## src/rtl/contador_programable_ud.sv

```systemverilog
// Programmable up/down modulo counter with shadow terminal, synchronous load,
// one-shot mode and a combinational cascade carry for chaining stages.
module contador_programable_ud #(
    parameter int unsigned MAX_MODULO = 16,
    // Bits needed to hold MAX_MODULO-1, never less than one.
    localparam int unsigned WIDTH = (MAX_MODULO < 2) ? 1 : $clog2(MAX_MODULO)
) (
    input  logic             clock,
    input  logic             reset,
    input  logic             enable,
    input  logic             up_down,
    input  logic             variable,
    input  logic [WIDTH-1:0] term_in,
    input  logic             term_we,
    input  logic             load,
    input  logic [WIDTH-1:0] load_val,
    input  logic             one_shot,
    input  logic             start,
    output logic [WIDTH-1:0] cuenta,
    output logic             fin_cuenta,
    output logic             carry,
    output logic             done,
    output logic [WIDTH-1:0] active_term
);

    localparam logic [WIDTH-1:0] TERM_MAX = WIDTH'(MAX_MODULO - 1);

    localparam logic ST_RUN  = 1'b0;
    localparam logic ST_DONE = 1'b1;

    logic             state_q, state_d;
    logic             done_q, done_d;
    logic [WIDTH-1:0] cuenta_q, cuenta_d;
    logic [WIDTH-1:0] active_q, active_d;
    logic [WIDTH-1:0] pend_q, pend_d;
    logic             pend_flag_q, pend_flag_d;

    logic [WIDTH-1:0] term_clamped;
    logic [WIDTH-1:0] load_clamped;
    logic [WIDTH-1:0] load_limited;
    logic [WIDTH-1:0] t_cur;
    logic [WIDTH-1:0] t_next;
    logic             running;
    logic             advance;
    logic             wrap;
    logic             stop;
    logic             apply;

    // Clamping, current terminal and end-of-sequence detection.
    always_comb begin
        term_clamped = (term_in > TERM_MAX) ? TERM_MAX : term_in;
        load_clamped = (load_val > TERM_MAX) ? TERM_MAX : load_val;
        t_cur        = variable ? active_q : TERM_MAX;
        // ">=" rather than "==" so a count left above T by a variable toggle still ends.
        fin_cuenta   = up_down ? (cuenta_q >= t_cur) : (cuenta_q == '0);
        running      = (state_q == ST_RUN);
        advance      = running & enable & ~load & ~start;
        wrap         = advance & fin_cuenta & ~one_shot;
        stop         = advance & fin_cuenta & one_shot;
        apply        = load | start | wrap;
        carry        = fin_cuenta & enable & running & ~load & ~start;
    end

    // Shadow terminal: staged on term_we, committed only at sequence boundaries.
    always_comb begin
        active_d    = active_q;
        pend_d      = pend_q;
        pend_flag_d = pend_flag_q;
        if (term_we) begin
            pend_d = term_clamped;
        end
        if (apply) begin
            pend_flag_d = 1'b0;
            if (term_we) begin
                // Bypass: a write coinciding with a boundary takes effect immediately.
                active_d = term_clamped;
            end else if (pend_flag_q) begin
                active_d = pend_q;
            end
        end else if (term_we) begin
            pend_flag_d = 1'b1;
        end
        // Wrap, start and load all see the post-apply terminal.
        t_next = variable ? active_d : TERM_MAX;
    end

    // Count next-state with priority load > start > enabled counting.
    always_comb begin
        cuenta_d     = cuenta_q;
        state_d      = state_q;
        done_d       = done_q;
        load_limited = (load_clamped > t_next) ? t_next : load_clamped;
        if (load) begin
            cuenta_d = load_limited;
            state_d  = ST_RUN;
            done_d   = 1'b0;
        end else if (start) begin
            cuenta_d = up_down ? '0 : t_next;
            state_d  = ST_RUN;
            done_d   = 1'b0;
        end else if (wrap) begin
            cuenta_d = up_down ? '0 : t_next;
        end else if (stop) begin
            state_d = ST_DONE;
            done_d  = 1'b1;
        end else if (advance) begin
            // fin_cuenta is low here, so neither direction can leave 0..T.
            cuenta_d = up_down ? (cuenta_q + 1'b1) : (cuenta_q - 1'b1);
        end
    end

    // State registers with asynchronous active-high reset.
    always_ff @(posedge clock or posedge reset) begin
        if (reset) begin
            state_q     <= ST_RUN;
            done_q      <= 1'b0;
            cuenta_q    <= '0;
            active_q    <= TERM_MAX;
            pend_q      <= TERM_MAX;
            pend_flag_q <= 1'b0;
        end else begin
            state_q     <= state_d;
            done_q      <= done_d;
            cuenta_q    <= cuenta_d;
            active_q    <= active_d;
            pend_q      <= pend_d;
            pend_flag_q <= pend_flag_d;
        end
    end

    assign cuenta      = cuenta_q;
    assign done        = done_q;
    assign active_term = active_q;

endmodule

```

## config.mk

```make
export PLATFORM = sky130hd
export DESIGN_NAME = contador_programable_ud
export DESIGN_NICKNAME = d
export VERILOG_FILES = /design/src/rtl/contador_programable_ud.sv
export SDC_FILE = /design/constraint.sdc
export NUM_CORES = 1
export LEC_CHECK = 0
export CAP_MARGIN = 20
export CORE_MARGIN = 10
export CORE_UTILIZATION = 45
export DETAILED_ROUTE_END_ITERATION = 10
export PLACE_DENSITY = 0.7
export SKIP_LAST_GASP = 1
export SYNTH_ARGS = -nofsm -noshare
export SYNTH_HDL_FRONTEND = slang
export SYNTH_SLANG_ARGS = --single-unit
export TNS_END_PERCENT = 5
```

## constraint.sdc

```tcl
create_clock -name clock -period 3.9 [get_ports clock]
set_clock_uncertainty 0.1 [all_clocks]
set_input_delay 0.39 -clock clock [delete_from_list [all_inputs] [get_ports clock]]
set_output_delay 0.39 -clock clock [all_outputs]
set_load 0.01 [all_outputs]
```

==> reports/qor.yml, run 1 <==
clock_tree:
  cts_buffers: 3
  cts_setup_buffers: 0
  clockRootBuffer: "clkbuf_4"
  clk_pin_slew_ns: 0.09
  cts_tree: "done"
  insertion_delay_ns: 0.29
  cts_buffer_depth: 2
  cts.htree.levels: 1
  postCtsHoldBufs: 0
  cts_resized: 0
  cts_sinks: 14
drt:
  vias: 1191
  drt_iter0_markers: 85
  avgViaCountPerCell: 5.93
  routed_wl_microns: 3150
  detail-route-antenna-nets: 0
  drc_errors: 0
  drt_first_pass_iters: 4
  wl_per_cell_microns: 15.7
finish:
  finalNonFillerCells: 201
  area_growth_pct: 32.3
  drive_gt1_share_pct: 17.0
  final_common_cell: "clkdlybuf4s50_1"
  final_area_sq_um: 1610
  layout_common_cells: "27 x clkdlybuf4s50_1, 10 x nor2b_1, 10 x inv_1"
  utilization_pct: 63.7
  num_antenna_cells: 0
  fin_nets: 199
sta:
  timing.final.ws_setup_ns: 0.400
  setup_viol: 0
  drv_slew: 0
  rsz0062_at_grt: "no"
  timing.final.crit_period_ns: 3.50
  relSlewSlack_pct: 60.6
  worst_pin_slew_ns: 0.590
  hold_ws_ns: 0.360
  max_freq_ghz: 0.286
  layout_worst_path_cycle_share_pct: 89.7
  hold_viol_final: 0
floorplanning:
  die_x_microns: 72.0
  io_pins: 28
  design.die.area_sq_um: 5180
  die_y_microns: 72.0
  row_count: 18
  initial_utilization_pct: 48.2
  core_sq_um: 2520
synth:
  syn_area_sq_um: 1210
  netlist-cell-type-count: 42
  synth_seq_cells: 14
  avgSynthCellArea_sq_um: 9.07
  yosysWarnings: 0
  synthCells: 134
  synthesis.nets: 161
  ys_async_sr_fraction_pct: 100
  synth_flop_cell: "dfstp_2"
  synth_edf_count: 0
  seq_area_frac_synth_pct: 29.7
setup_path:
  crit_type: "in -> reg"
  worstPathMaxFanout: 5
  cp-start-kind: "input port"
  cp_data_required_time_ns: 3.96
  critPathArrivalTime_ns: 3.56
  worstSetupEndpointType: "register"
placement:
  gp_congestion: 0.885
  place_area_sq_um: 1570
  dpl_worst_slack_ns: -0.0506
  port_buffers: 27
  hpwlAfterDp_microns: 2660
  place_inst: 197
global_routing:
  grt_pass1_wl_microns: 5570
  grt_pass1_vias: 1256
  grt_antenna_before_repair: 0
  grt_max_degree: 15
  grt_usage_pct: 12.9
  overflow: 0
power:
  power_density_nw_per_um2: 415
  power.leakage_nw: 0.679
  peakVddDrop_mv: 0.297
min_path:
  hold_path.class: "in -> async"
flow_run:
  max_cap_violations: 0
status:
  outcome: "finished, final reports clean"
==> final cells by class <==
cell class / count / area [sq um]
clock buffer: 4 / 36.3
fill: 234 / 915
inverter: 10 / 37.5
multi-input combinational: 107 / 798
sequential: 14 / 360
tap: 30 / 37.5
timing repair buffer: 36 / 338
==> logic make-up after synthesis <==
kind of cell / after synthesis / share of synthesized area [%]
AND/OR/NAND/NOR: 44 / 20.4
XOR/XNOR: 2 / 1.44
AO/OA/AOI/OAI: 47 / 29.2
adder cells (fa/ha/maj): 10 / 10.9
flip-flops: 14 / 29.7
buffers and inverters: 13 / 4.63
multiplexers: 4 / 3.71
==> power by group <==
group          switching, mW  internal (mW)  total, mW
Clock                 0.0514         0.0568      0.108
Combinational          0.158          0.173      0.331
Sequential            0.0421          0.185      0.227
==> layer usage <==
metal | vias up | GRT usage [%] | wire length (microns)
li1 | 597 | - | -
met1 | 561 | 15.6 | 1390
met2 | 31 | 22.1 | 1560
met3 | 2 | 2.72 | 188
met4 | 0 | 4.52 | 16
met5 | - | 0 | 0
==> flip-flops by register name (all words and copies together) (netlist names) <==
register,cells
active_term,4
cuenta,4
done,1
pend_flag_q,1
pend_q,4
==> synth_stat cells, types with 2 or more instances <==
master / instances / area, sq um
nor2_1: 8 / 30.0
o21ai_0: 5 / 25.0
a21o_1: 2 / 15.0
a211oi_1: 2 / 15.0
nor2b_1: 10 / 62.6
o211ai_1: 6 / 45.0
ha_1: 9 / 113
o31ai_1: 3 / 22.5
dfrtp_1: 6 / 150
a31oi_1: 8 / 50.1
a22oi_1: 3 / 22.5
dfstp_2: 8 / 210
nor4_1: 4 / 25.0
clkbuf_1: 2 / 7.51
mux2_2: 4 / 45.0
inv_1: 10 / 37.5
and3_1: 3 / 18.8
o2111ai_1: 3 / 26.3
nand2_1: 5 / 18.8
a221oi_1: 3 / 26.3
nor3b_1: 2 / 15.0
nand3_1: 3 / 15.0
or2_1: 2 / 12.5
a21oi_1: 4 / 20.0
nor3_1: 2 / 10.0
==> path summary, 6_finish.rpt <==
check | start | to | slack [ns] | cells after the start
max | variable | cuenta[3] | 0.40 | 15
min | reset | cuenta[2] | 0.36 | 2
max reg2reg | active_term[0] | cuenta[3] | 0.50 | 14
min reg2reg | done | done | 0.47 | 2
max in group asynchronous | reset | cuenta[3] | 2.95 | 2
min in group clock | done | done | 0.47 | 2
==> through the flow <==
stage | TNS [ns] | total power [mW]
after CTS | 0 | 0.676
after detailed placement | -0.126 | 0.562
after global placement | 0 | 0.555
final | 0 | 0.667
after global routing | 0 | 0.725
after floorplan | 0 | 0.420
==> critical path, stage by stage <==
cell,delay [ns]
clkdlybuf4s50_1,0.53
nand2b_1,0.08
ha_1,0.26
nor3b_1,0.27
nor2_1,0.13
o21ai_1,0.30
a22oi_1,0.16
o211ai_1,0.13
inv_1,0.07
ha_1,0.30
a21oi_1,0.15
a21oi_1,0.10
o2111a_4,0.30
nor4_1,0.27
o31ai_1,0.12
(Power assumes the default switching activity.)
==> run 2, diff against run 1 <==
--- a/config.mk
+++ b/config.mk
@@ -5,11 +5,13 @@
 export SDC_FILE = /design/constraint.sdc
 export NUM_CORES = 1
 export LEC_CHECK = 0
+export ABC_AREA = 1
 export CAP_MARGIN = 20
 export CORE_MARGIN = 10
 export CORE_UTILIZATION = 45
 export DETAILED_ROUTE_END_ITERATION = 10
 export PLACE_DENSITY = 0.7
+export SKIP_CTS_REPAIR_TIMING = 1
 export SKIP_LAST_GASP = 1
 export SYNTH_ARGS = -nofsm -noshare
 export SYNTH_HDL_FRONTEND = slang
==> run 2 against run 1 <==
Net effect:
- worst setup slack worse by 0.020 ns
- area after synthesis up 3.4%
- flip-flop and latch count unchanged
- die area up 2.4%
- clock power down 10%
- total power down 20%
- cell count up 17%
- combinational power down 28%
- final area down 1.6%
- routed wire length up 5.5%
==> reports/qor.yml, run 2 <==
synth:
  synth_seq_cells: 14
  synthAdderAreaFrac_pct: 10.6
  yosysWarnings: 0
  synth_edf_count: 0
  yosysTopAreaCell: "dfstp_2"
  muxShareOfSynthArea_pct: 0
  syn_area_sq_um: 1260
  synth_top_area_share_pct: 16.7
  synthesis.nets: 202
  synthCells: 175
  avgSynthCellArea_sq_um: 7.18
  netlist-cell-type-count: 28
  synth_compound_area_share_pct: 13.7
  ys_async_sr_fraction_pct: 100
  synthTopCellsByArea: "dfstp_2 17%, dfrtp_1 12%, nand2_1 11%, inv_1 9.6%, ha_1 9.0%"
  seq_area_frac_synth_pct: 28.7
  synth-xor-area-share_pct: 2.09
  yosysMostFrequentCell: "nand2_1"
  synthSimpleGateAreaFrac_pct: 34.1
  synth.cells.most_frequent: "38 x nand2_1, 32 x inv_1, 16 x nor2_1"
  synth_top_family_by_area: "simple AND/OR/NAND/NOR gates"
  synth_flop_cell: "dfstp_2"
setup_path:
  worstSetupEndpointType: "register"
  crit_type: "in -> reg"
  path_cells: "clkdlybuf4s50_1 > inv_1 > nor2_1 > ha_1 > nand2_1 > nor3b_2 > nand2_2 > nand4_4 > nand2_4 > nor2_1 > a31oi_1 > nor2_1 > ha_1 > inv_1 > o21bai_1 > nand4_2 > nand2_2 > nand2_2 > nand2_1 > nand3_1 > a21oi_2"
  worstPathMaxFanout: 8
  crit_family: "simple AND/OR/NAND/NOR gates"
  path_buf_inv: 3
  cp_data_required_time_ns: 4.04
  critPathArrivalTime_ns: 3.66
  slowest_stage: "clkdlybuf4s50_1"
  critPathMaxStageDelay_ns: 0.53
  cp-start-kind: "input port"
power:
  power_mw: 0.531
  power.leakage_nw: 0.800
  peakVddDrop_mv: 0.204
  power_density_nw_per_um2: 335
drt:
  drt_iter0_markers: 48
  drc_errors: 0
  vias: 1233
  avgViaCountPerCell: 5.25
  drt_first_pass_iters: 4
  routed_wl_microns: 3330
  wl_per_cell_microns: 14.2
  detail-route-antenna-nets: 0
global_routing:
  grt_pass1_vias: 1247
  overflow: 0
  grt_max_degree: 15
  grt_antenna_before_repair: 0
  grt_usage_pct: 13.6
  grt_pass1_wl_microns: 5820
placement:
  place_area_sq_um: 1560
  hpwlAfterDp_microns: 2700
  port_buffers: 27
  gp_congestion: 0.928
  place_inst: 231
clock_tree:
  cts_sinks: 14
  clk_pin_slew_ns: 0.10
  insertion_delay_ns: 0.31
  clockRootBuffer: "clkbuf_4"
  cts_buffers: 3
  cts.htree.levels: 1
  cts_tree: "done"
  cts_buffer_depth: 2
sta:
  worst_pin_slew_ns: 0.589
  drv_slew: 0
  relSlewSlack_pct: 60.7
  max_freq_ghz: 0.284
  fin_tns_setup_ns: 0
  setup_viol: 0
  hold_viol_final: 0
  timing.final.crit_period_ns: 3.52
  rsz0062_at_grt: "no"
  layout_worst_path_cycle_share_pct: 90.2
status:
  outcome: "finished, final reports clean"
finish:
  finalNonFillerCells: 235
  final_common_cell: "nand2_1"
  fill_cells: 251
  fin_nets: 232
  drive_gt1_share_pct: 15.2
  final_area_sq_um: 1580
  layout_common_cells: "38 x nand2_1, 32 x inv_1, 27 x clkdlybuf4s50_1"
  num_antenna_cells: 0
  area_growth_pct: 26.0
floorplanning:
  core_sq_um: 2710
  design.die.area_sq_um: 5300
  io_pins: 28
  die_x_microns: 72.8
  initial_utilization_pct: 46.4
  die_y_microns: 72.8
  row_count: 19
flow_run:
  max_cap_violations: 0
min_path:
  hold_path.class: "in -> async"
==> run 2: cell types whose count changed in the layout (fill, tap and decap cells not counted), sizes merged, moves of 6 or more <==
cell	change
nand2	+42
inv	+24
nor2b	-10
buf	-9
o21ai	+9
a21oi	+8
nand3	+8
nor2	+8
a31oi	-7
o211ai	-6
==> run 2: path summary, 6_finish.rpt <==
check	depth (start not counted)	end	slack, ns	from
hold reg to reg	2	pend_q[2]	0.38	pend_q[2]
min in group clock	2	pend_q[2]	0.38	pend_q[2]
setup / recovery	21	cuenta[1]	0.38	variable
max in group asynchronous	2	done	2.97	reset
setup reg to reg	19	cuenta[1]	0.69	active_term[3]
hold / removal	2	cuenta[2]	0.33	reset
==> run 2: kinds of logic (layout without fill, tap and decap cells) <==
family                     after synthesis  after routing
AOI/OAI and AO/OA                       30             30
xor gates and xnor gates                 3              3
adders and majority gates               10             10
buffers and inverters                   36             65
DFF                                     14             14
and+or+nand+nor                         82             82
==> run 2: through the flow <==
stage	hold WS (ns)	worst slack (ns)	util, %
final	0.334	0.381	58.4
after detailed placement	0.371	0.0955	57.4
after floorplan	0.173	1.09	-
after global placement	0.363	0.341	57.4
after global routing	0.365	0.116	58.4
after CTS	0.363	0.399	58.4
==> run 2: final cells by class <==
class | count | area, sq um | share of cell area [%]
clock buffers | 4 | 26.3 | 1.66
flip-flops and latches | 14 | 360 | 22.8
well taps | 31 | 38.8 | 2.45
multi-input cells | 125 | 759 | 48.0
repair buffers | 27 | 270 | 17.1
inverters | 34 | 128 | 8.06
==> run 2: power breakdown <==
part           leakage, nW  internal [mW]  switching [mW]  total, mW
clock               0.0150         0.0400          0.0568     0.0968
combinational        0.627          0.109           0.128      0.238
sequential           0.158          0.171          0.0253      0.196
total                0.800          0.320           0.210      0.531
==> run 2: metal layers <==
layer / global-route usage [%] / share of wire, % / up-vias
li1: - / - / 619
met1: 15.8 / 43 / 571
met4: 8.86 / 2.8 / 0
met5: 0 / 0 / -
met3: 2.59 / 5.1 / 7
met2: 22.3 / 49 / 36
